===== src/rtl/i2c_pkg.sv =====
// Shared I2C constants and the slave byte-transmitter state type.
package i2c_pkg;

  localparam int unsigned BYTE_BITS = 8;

  // Default tHD;DAT in system clocks, common to the master-side blocks.
  localparam int unsigned HOLD_CYCLES_DEFAULT = 4;

  // SDA level seen in the 9th clock.
  localparam logic SDA_ACK  = 1'b0;
  localparam logic SDA_NACK = 1'b1;

  typedef enum logic [2:0] {
    StIdle,
    StWaitLow,
    StHold,
    StWaitRise,
    StWaitFall,
    StAckHold,
    StAckRise,
    StAckFall
  } slv_tx_state_e;

endpackage


===== src/rtl/i2c_line_sync.sv =====
// Two-flop synchronizer for an I2C pin plus a delay stage for edge detection.
module i2c_line_sync (
  input  logic clk,
  input  logic rst_n,
  input  logic line_i,
  output logic level_o,
  output logic rise_o,
  output logic fall_o
);

  logic [1:0] sync_q;
  logic       dly_q;

  // Reset to the idle bus level so no spurious edge follows reset.
  always_ff @(posedge clk or negedge rst_n) begin
    if (!rst_n) begin
      sync_q <= 2'b11;
      dly_q  <= 1'b1;
    end else begin
      sync_q <= {sync_q[0], line_i};
      dly_q  <= sync_q[1];
    end
  end

  assign level_o = sync_q[1];
  assign rise_o  = sync_q[1] & ~dly_q;
  assign fall_o  = ~sync_q[1] & dly_q;

endmodule


===== src/rtl/i2c_slave_transmit_byte.sv =====
// Slave-side byte transmitter: shifts one byte onto open-drain SDA under master SCL,
// then samples the master's ACK/NACK in the 9th clock.
module i2c_slave_transmit_byte
  import i2c_pkg::*;
#(
  parameter int unsigned HOLD_CYCLES = HOLD_CYCLES_DEFAULT,
  parameter int unsigned CNT_W       = 8
) (
  input  logic       clk,
  input  logic       rst_n,
  input  logic       go,
  input  logic [7:0] data_in,
  input  logic       scl_in,
  input  logic       sda_in,
  output logic       sda_oe,
  output logic       busy,
  output logic       finish,
  output logic       ack,
  output logic       abort
);

  localparam int unsigned BitCntW = $clog2(BYTE_BITS + 1);

  logic scl_lvl, scl_rise, scl_fall;
  logic sda_lvl, sda_rise, sda_fall;

  i2c_line_sync u_scl_sync (
    .clk     (clk),
    .rst_n   (rst_n),
    .line_i  (scl_in),
    .level_o (scl_lvl),
    .rise_o  (scl_rise),
    .fall_o  (scl_fall)
  );

  i2c_line_sync u_sda_sync (
    .clk     (clk),
    .rst_n   (rst_n),
    .line_i  (sda_in),
    .level_o (sda_lvl),
    .rise_o  (sda_rise),
    .fall_o  (sda_fall)
  );

  slv_tx_state_e      state_q;
  logic [7:0]         shreg_q;
  logic [BitCntW-1:0] bitcnt_q;
  logic [CNT_W-1:0]   hold_cnt_q;
  logic               sda_oe_q;
  logic               busy_q;
  logic               finish_q;
  logic               ack_q;
  logic               abort_q;

  logic hold_done;
  logic start_stop;

  assign hold_done  = (hold_cnt_q == CNT_W'(HOLD_CYCLES - 1));
  // Our own SDA changes happen only with SCL low, so any edge with SCL high is the master's.
  assign start_stop = scl_lvl & (sda_rise | sda_fall);

  always_ff @(posedge clk or negedge rst_n) begin
    if (!rst_n) begin
      state_q    <= StIdle;
      shreg_q    <= '0;
      bitcnt_q   <= '0;
      hold_cnt_q <= '0;
      sda_oe_q   <= 1'b0;
      busy_q     <= 1'b0;
      finish_q   <= 1'b0;
      ack_q      <= 1'b0;
      abort_q    <= 1'b0;
    end else begin
      finish_q <= 1'b0;
      abort_q  <= 1'b0;
      unique case (state_q)
        StIdle: begin
          if (go) begin
            shreg_q    <= data_in;
            bitcnt_q   <= '0;
            hold_cnt_q <= '0;
            busy_q     <= 1'b1;
            state_q    <= scl_lvl ? StWaitLow : StHold;
          end
        end
        StWaitLow: begin
          if (scl_fall) begin
            hold_cnt_q <= '0;
            state_q    <= StHold;
          end
        end
        StHold: begin
          if (hold_done) begin
            // A 1 bit releases the line; SDA is never driven high.
            sda_oe_q   <= ~shreg_q[7];
            hold_cnt_q <= '0;
            state_q    <= StWaitRise;
          end else begin
            hold_cnt_q <= hold_cnt_q + CNT_W'(1);
          end
        end
        StWaitRise: begin
          if (scl_rise) begin
            if (bitcnt_q != BitCntW'(BYTE_BITS)) begin
              bitcnt_q <= bitcnt_q + BitCntW'(1);
            end
            state_q <= StWaitFall;
          end
        end
        StWaitFall: begin
          if (start_stop) begin
            abort_q  <= 1'b1;
            sda_oe_q <= 1'b0;
            busy_q   <= 1'b0;
            state_q  <= StIdle;
          end else if (scl_fall) begin
            shreg_q    <= {shreg_q[6:0], 1'b0};
            hold_cnt_q <= '0;
            state_q    <= (bitcnt_q == BitCntW'(BYTE_BITS)) ? StAckHold : StHold;
          end
        end
        StAckHold: begin
          if (hold_done) begin
            sda_oe_q   <= 1'b0;
            hold_cnt_q <= '0;
            state_q    <= StAckRise;
          end else begin
            hold_cnt_q <= hold_cnt_q + CNT_W'(1);
          end
        end
        StAckRise: begin
          if (scl_rise) begin
            ack_q   <= (sda_lvl == SDA_ACK);
            state_q <= StAckFall;
          end
        end
        StAckFall: begin
          if (start_stop) begin
            abort_q  <= 1'b1;
            sda_oe_q <= 1'b0;
            busy_q   <= 1'b0;
            state_q  <= StIdle;
          end else if (scl_fall) begin
            finish_q <= 1'b1;
            busy_q   <= 1'b0;
            state_q  <= StIdle;
          end
        end
        default: state_q <= StIdle;
      endcase
    end
  end

  assign sda_oe = sda_oe_q;
  assign busy   = busy_q;
  assign finish = finish_q;
  assign ack    = ack_q;
  assign abort  = abort_q;

endmodule

===== config.mk =====
export PLATFORM = sky130hd
export DESIGN_NAME = i2c_slave_transmit_byte
export DESIGN_NICKNAME = d
export VERILOG_FILES = /design/src/rtl/i2c_pkg.sv /design/src/rtl/i2c_line_sync.sv /design/src/rtl/i2c_slave_transmit_byte.sv
export SDC_FILE = /design/constraint.sdc
export NUM_CORES = 1
export LEC_CHECK = 0
export CAP_MARGIN = 15
export CORE_ASPECT_RATIO = 0.75
export CORE_MARGIN = 2
export CORE_UTILIZATION = 43
export DETAILED_ROUTE_END_ITERATION = 10
export PLACE_DENSITY = 0.64
export SYNTH_ARGS = -nofsm -noshare
export SYNTH_HDL_FRONTEND = slang
export SYNTH_SLANG_ARGS = --single-unit

===== constraint.sdc =====
create_clock -name clk -period 2.45 [get_ports clk]
set_input_delay 0.245 -clock clk [delete_from_list [all_inputs] [get_ports clk]]
set_output_delay 0.245 -clock clk [all_outputs]
set_load 0.05 [all_outputs]

==> metrics, run 1 <==
outcome complete, no violations; leading cell type by number of instances after synthesis sky130_fd_sc_hd__dfrtp_1; setup repair after global routing missed its margin false; share of layout cells above drive strength 1 13.4%; final core utilization a little over half; ranking of synthesized cells by area sky130_fd_sc_hd__dfrtp_1 38%, sky130_fd_sc_hd__dfstp_2 8.5%, sky130_fd_sc_hd__mux2i_1 6.0%, sky130_fd_sc_hd__nand2_1 3.7%, sky130_fd_sc_hd__o21ai_0 3.0%; maximum VDD drop about 490 µV; highest net fanout along the worst path 8; global route total overflow 0; leakage about 0.89 nW; Worst Path Arrival 2190 ps; Area growth syn-to-layout 18.0%; Core Footprint 4080 µm²; type of the worst setup path flop to flop; Die Width between 70 and 80 µm; Synth Area per Inst 10.2 µm²; std cell rows 20; sequential area share after synthesis 46.5%; time the worst path needs with I/O delays and setup 2020 ps; Vias per Instance 5.71; Slowest Stage Delay on Critical Path between 500 and 600 ps; synthesis-stage register bit count 34; deepest clock path buffer count 2; largest net degree at the start of global routing 35; # nets final ~220; category of the worst setup path launch point flop; Post-Synthesis Cell Area about 1800 µm²; maximum frequency from static timing analysis 496 MHz; total half-perimeter wirelength after legalization and detailed placement 2.72 mm; CP cell instances nor2b_1 -> o2111ai_1 -> and2_1 -> mux2_2; r2r worst-path depth 4; Buf/Inv on CP 0; clock insertion delay at the later pin of the skew report ~300 ps; max-cap violations 0; post-route ant nets 0; Post-CTS Setup Repair Bufs 0; Post-Route Setup TNS 0 ps; final setup skew approximately 6.3 ps; CTS tree done; count of different cell masters after synthesis 52; worst min-delay path class primary input to async pin; worst slack, placed 457 ps; Crit. End Element flop; number of resized instances in the post-cts repair step 0; slack of the critical path 435 ps; via count of the first global-routing pass roughly 1300; number of flops mapped to enable cells by yosys 0; library cell with the largest summed area after synthesis sky130_fd_sc_hd__dfrtp_1; top-area cell type share of the netlist area 38.0%; transition time at the pin with the least slew margin between 800 and 900 ps; overall die height 60.7 µm; gate family responsible for the most delay along the worst path simple AND/OR/NAND/NOR gates; power per standard cell area 1160 nW/µm²; initial DRC count 222; pins over their slew limit 0; final weighted congestion in routability-driven placement 0.908; starting density of the core 45.2%; count of buffers from port buffering 17; clock-pin transition on the worst setup and hold timing paths 70 ps; global-route total usage across every layer about 18%; proportion of register bits with asynchronous set or reset after synthesis between 90% and 100%; routed wire length 3.84 mm; root buffer selected by CTS sky130_fd_sc_hd__clkbuf_8; wire length of the first global-routing pass 6.44 mm; I/O pin cnt 18; antenna diode count 0; first drt pass iteration count 4; number of logic stages on the critical path including buffering 4; slowest stage cell, crit path sky130_fd_sc_hd__dfstp_2; CTS hold repair buffers 0; Final Hold Vio Count 0; Die Outline Area 4830 µm²; DRC errors left 0; data required time at the worst endpoint ~2600 ps; H-tree level count 2; Post-Syn Nets 196; predominant post-synthesis flop cell sky130_fd_sc_hd__dfrtp_1; number of instances in the synthesized netlist 180; Num CTS Buffers 5; number of warnings issued by yosys 0; most used standard cells in the synthesized netlist 28 x sky130_fd_sc_hd__dfrtp_1, 18 x sky130_fd_sc_hd__nand2_1, 11 x sky130_fd_sc_hd__mux2i_1, 11 x sky130_fd_sc_hd__o21ai_0, 9 x sky130_fd_sc_hd__a21oi_1; Wirelength per Cell 15.0 µm; total of endpoints with negative setup slack in the final report 0; period utilization ~82%; relative slew slack 41.3%; initial antenna violation count 0; count of vias placed by the detailed router 1462; number of clock sinks 34
==> placed cells by master, fill, tap and decap left out, types with 3 or more instances in the layout <==
| master | netlist | routed |
|---|---|---|
| sky130_fd_sc_hd__a211oi_1 | 3 | 3 |
| sky130_fd_sc_hd__a21oi_1 | 9 | 9 |
| sky130_fd_sc_hd__a22o_1 | 6 | 6 |
| sky130_fd_sc_hd__a22oi_1 | 4 | 4 |
| sky130_fd_sc_hd__buf_4 | 1 | 7 |
| sky130_fd_sc_hd__clkbuf_8 | 0 | 6 |
| sky130_fd_sc_hd__clkdlybuf4s50_1 | 0 | 17 |
| sky130_fd_sc_hd__dfrtp_1 | 28 | 28 |
| sky130_fd_sc_hd__dfstp_2 | 6 | 6 |
| sky130_fd_sc_hd__ha_1 | 3 | 3 |
| sky130_fd_sc_hd__inv_1 | 7 | 7 |
| sky130_fd_sc_hd__mux2i_1 | 11 | 11 |
| sky130_fd_sc_hd__nand2_1 | 18 | 18 |
| sky130_fd_sc_hd__nand3_1 | 7 | 7 |
| sky130_fd_sc_hd__nor2_1 | 6 | 6 |
| sky130_fd_sc_hd__o21ai_0 | 11 | 11 |
| sky130_fd_sc_hd__o31ai_1 | 3 | 3 |
| sky130_fd_sc_hd__o41ai_1 | 3 | 3 |
==> sequential cells by signal, indices dropped and copies added, names as in the netlist, 2 cells and up <==
name / count
hold_cnt_q: 8
shreg_q: 8
bitcnt_q: 4
state_q: 3
u_scl_sync.sync_q: 2
u_sda_sync.sync_q: 2
==> cell families after synthesis <==
| family | share of synthesized area, % |
|---|---|
| AO/OA/AOI/OAI | 22.7 |
| XOR/XNOR | 1.42 |
| adder cells (fa/ha/maj) | 2.04 |
| buffers and inverters | 4.61 |
| flip-flops | 46.5 |
| multiplexers | 6.58 |
| AND/OR/NAND/NOR | 16.1 |
==> power by group <==
| part | switching, mW | leakage, nW | internal, mW |
|---|---|---|---|
| Combinational | 0.692 | 0.414 | 0.486 |
| Clock | 0.218 | 0.0472 | 0.226 |
| Sequential | 0.161 | 0.426 | 0.738 |
==> routing by layer <==
| layer | vias to the layer above | GRT usage [%] | part of all wire, % |
|---|---|---|---|
| met5 | - | 0 | 0 |
| li1 | 723 | - | - |
| met3 | 8 | 5.36 | 7.7 |
| met2 | 56 | 24.5 | 41 |
| met1 | 675 | 25.6 | 49 |
| met4 | 0 | 9.61 | 1.9 |
==> layout make-up <==
class	count	area, µm²
flip-flops and latches	34	858
multi-input cells	127	901
fillers	354	1900
clock inverters	2	12.5
repair buffers	24	223
well taps	55	68.8
clock buffers	6	82.6
inverters	8	30.0
==> final timing paths <==
check / start / to / slack (ps)
max in group asynchronous: rst_n / u_sda_sync.sync_q[1] / 1760
min: rst_n / abort / 350
min reg2reg: u_sda_sync.sync_q[0] / u_sda_sync.sync_q[1] / 360
max: u_scl_sync.dly_q / hold_cnt_q[0] / 430
max reg2reg: u_scl_sync.dly_q / hold_cnt_q[0] / 430
min in group clk: scl_in / u_scl_sync.sync_q[0] / 350
==> stage by stage <==
step                      area [µm²]  instances  hold WS (ps)  total power [mW]
after floorplan                 1840        180         -50.6              1.77
after global placement          2080        248           345              2.05
after detailed placement        2080        248           349              2.08
after CTS                       2180        256           341              2.53
after global routing            2180        256           340              2.71
final                           2180        256           346              2.52
Note: power is estimated with default switching activity, not from simulation.
==> inputs of run 2 (changes only) <==
PLACE_DENSITY = 0.66   (was 0.64)
clock period = 1.6 ns   (was 2.45 ns; I/O delays follow)
==> run 2 against run 1 <==
  * The run now ends with negative setup slack left
  * Clock power grew 86%
  * Worst setup slack lost 660 ps
  * Largest cell class unchanged
  * Via count grew 30%
  * Routed wire length grew 50%
  * Sequential cell count is the same
  * Worst hold slack lost 120 ps
  * Global-route usage grew 6.8 points
  * Sequential share of layout area shrank 8.5 points
  * Register-to-register slack lost 660 ps
  * Total power grew 110%
  * Cell area grew 27%
  * Clock-buffer cell count grew 1
==> metrics, run 2 (same netlist as run 1, synthesis figures left out) <==
Non-Filler Cell Area, Final 2770 µm² (+27%); CTS tree done; root buffer selected by CTS sky130_fd_sc_hd__clkbuf_8; last element of the critical path state_q[0]; std cell rows 20 (unchanged); most repeated library cell on the critical path sky130_fd_sc_hd__buf_4; global-route total usage across every layer 24.7% (+6.8 points); count of buffers from port buffering 17 (unchanged); switching power 2.14 mW (+99%); Vias per Instance 6.07 (+6.3%); clock insertion delay at the later pin of the skew report 300 ps (about the same); clock-pin transition on the worst setup and hold timing paths 80 ps (about the same); clock network fraction of design power 15.8% (-1.8 points); slowest stage cell, crit path sky130_fd_sc_hd__o41ai_1; Crit. End Element flop; slack of the critical path -224 ps (-659 ps); Die Outline Area 4830 µm² (unchanged); share of power burned in registers 25.4% (-10 points); transition time at the pin with the least slew margin 451 ps (-430 ps); share of layout cells above drive strength 1 41.2% (+28 points); via count of the first global-routing pass 1893 (+44%); maximum VDD drop 839 µV (+73%); setup repair after global routing missed its margin true; initial antenna violation count 0 (unchanged); cell-internal power 3.10 mW (+110%); r2r worst-path depth 6 (+2); Non-Filler Instances 312 (+22%); leakage 1.23 nW (+39%); Core Footprint 4080 µm² (unchanged); switching portion of total power 40.8% (-1.7 points); Buf/Inv on CP 2 (+2); post-route ant nets 0 (unchanged); overall die height 60.7 µm (unchanged); launch point of the worst reg-to-reg path state_q[1]; pins over their slew limit 0 (unchanged); Logic pwr share 58.8% (+12 points); biggest regs hold_cnt_q: 8 flops, shreg_q: 8 flops, bitcnt_q: 4 flops; worst min-delay path class primary input to async pin; outcome finished, violations left; R2R Setup Slk -220 ps (-660 ps); Design Power 5.24 mW (+110%); global route total overflow 0 (unchanged); wire length of the first global-routing pass 8.92 mm (+39%); category of the worst setup path launch point flop; H-tree level count 2 (unchanged); Area growth syn-to-layout 50.3%; Final Hold Vio Count 0 (unchanged); leading cell type in the layout, fill and taps excluded sky130_fd_sc_hd__buf_4; maximum frequency from static timing analysis 548 MHz (+10%); Wirelength per Cell 18.5 µm (+23%); Placement Cell Area 2440 µm² (+17%); final weighted congestion in routability-driven placement 0.991 (+9.2%); initial DRC count 283 (+27%); first drt pass iteration count 6 (+2); worst slack, placed -155 ps (-612 ps); type of the worst setup path flop to flop; power per standard cell area 1890 nW/µm² (+63%); number of logic stages on the critical path including buffering 6 (+2); final setup skew 14.7 ps (+8.40 ps); # fillers 295 (-17%); failing checks negative setup slack; routed wire length 5.76 mm (+50%); highest net fanout along the worst path 5 (-3); DRC errors left 0 (unchanged); placed cell count 294 (+19%); # nets final 272 (+26%); relative slew slack 69.5% (+28 points); commonest cells after routing, fill and taps aside 64 x sky130_fd_sc_hd__buf_4, 28 x sky130_fd_sc_hd__dfrtp_1, 17 x sky130_fd_sc_hd__nand2_1; Slowest Stage Delay on Critical Path 480 ps (-80 ps); I/O pin cnt 18 (unchanged); period utilization 114% (+32 points); Critical path origin state_q[1]; gate family responsible for the most delay along the worst path compound AO/OA/AOI/OAI gates; Die Width 79.6 µm (unchanged); capture point of the worst reg-to-reg path state_q[0]; data required time at the worst endpoint 1760 ps (-870 ps); Worst Path Arrival 1990 ps (-200 ps); count of vias placed by the detailed router 1894 (+30%); Num CTS Buffers 5 (unchanged); number of clock sinks 34 (unchanged); total half-perimeter wirelength after legalization and detailed placement 3.56 mm (+31%); largest net degree at the start of global routing 35 (unchanged); starting density of the core 45.2% (unchanged); deepest clock path buffer count 2 (unchanged); antenna diode count 0 (unchanged); time the worst path needs with I/O delays and setup 1820 ps (-191 ps); total of endpoints with negative setup slack in the final report 25 (+25); max-cap violations 0 (unchanged); CP cell instances buf_4 -> or3_1 -> a21oi_2 -> buf_4 -> o41ai_1 -> o41ai_2
[run 2: layout make-up]
cell class,instances,area [µm²],area share (%)
Clock inverter,1,30.0,1.08
Inverter,8,33.8,1.22
Tap cell,55,68.8,2.48
Sequential cell,34,858,31.0
Clock buffer,7,86.3,3.11
Timing Repair Buffer,80,654,23.6
Multi-Input combinational cell,127,1040,37.5
[run 2: worst reg2reg max path: cells and delay by family (launching register included)]
| kind | cells | cell delay, ps |
|---|---|---|
| and+or+nand+nor | 1 | 210 |
| AOI/OAI and AO/OA | 3 | 730 |
| DFF | 1 | 470 |
| buffers and inverters | 2 | 300 |
[run 2: how the worst min path moves through the flow]
stage                               from              endpoint  slack [ps]  depth (start not counted)
global placement    u_sda_sync.sync_q[0]  u_sda_sync.sync_q[1]         350                          0
detailed placement  u_scl_sync.sync_q[0]  u_scl_sync.sync_q[1]         350                          0
floorplan                          rst_n                 abort        -140                          0
finish                             rst_n            state_q[2]         220                          2
global route                       rst_n            state_q[0]         250                          2
CTS                                rst_n            state_q[2]         240                          2
[run 2: per-layer routing]
metal  vias to the layer above  wire length (µm)  track usage (%)
met4                         0               242             12.8
met5                         -                 0                0
met3                        33               491             7.14
met2                       126              2780             41.2
li1                        834                 -                -
met1                       901              2250             29.7
[run 2: what timing repair did]
action	CTS	global route
pin swaps	8	8
hold buffers	0	0
endpoints found under the setup margin	22	25
setup buffers	7	3
resized for setup	17	13
[run 2: power by group through the flow]
stage / sequential, mW / clock (mW) / combinational, mW
after floorplan: 1.43 / 0 / 1.29
final: 1.33 / 0.826 / 3.08
after detailed placement: 1.33 / 0 / 2.43
after global placement: 1.30 / 0 / 2.33
after CTS: 1.31 / 0.832 / 2.72
after global routing: 1.37 / 0.889 / 3.23
[run 2: per-stage QoR]
step | setup TNS (ps) | hold slack (ps) | utilization (%)
2_1_floorplan | -174 | -136 | -
4_1_cts | -441 | 239 | 65.9
3_5_place_dp | -2140 | 353 | 59.7
3_3_place_gp | -1350 | 346 | 59.7
5_1_grt | -4060 | 253 | 68.0
6_report | -2700 | 223 | 68.0
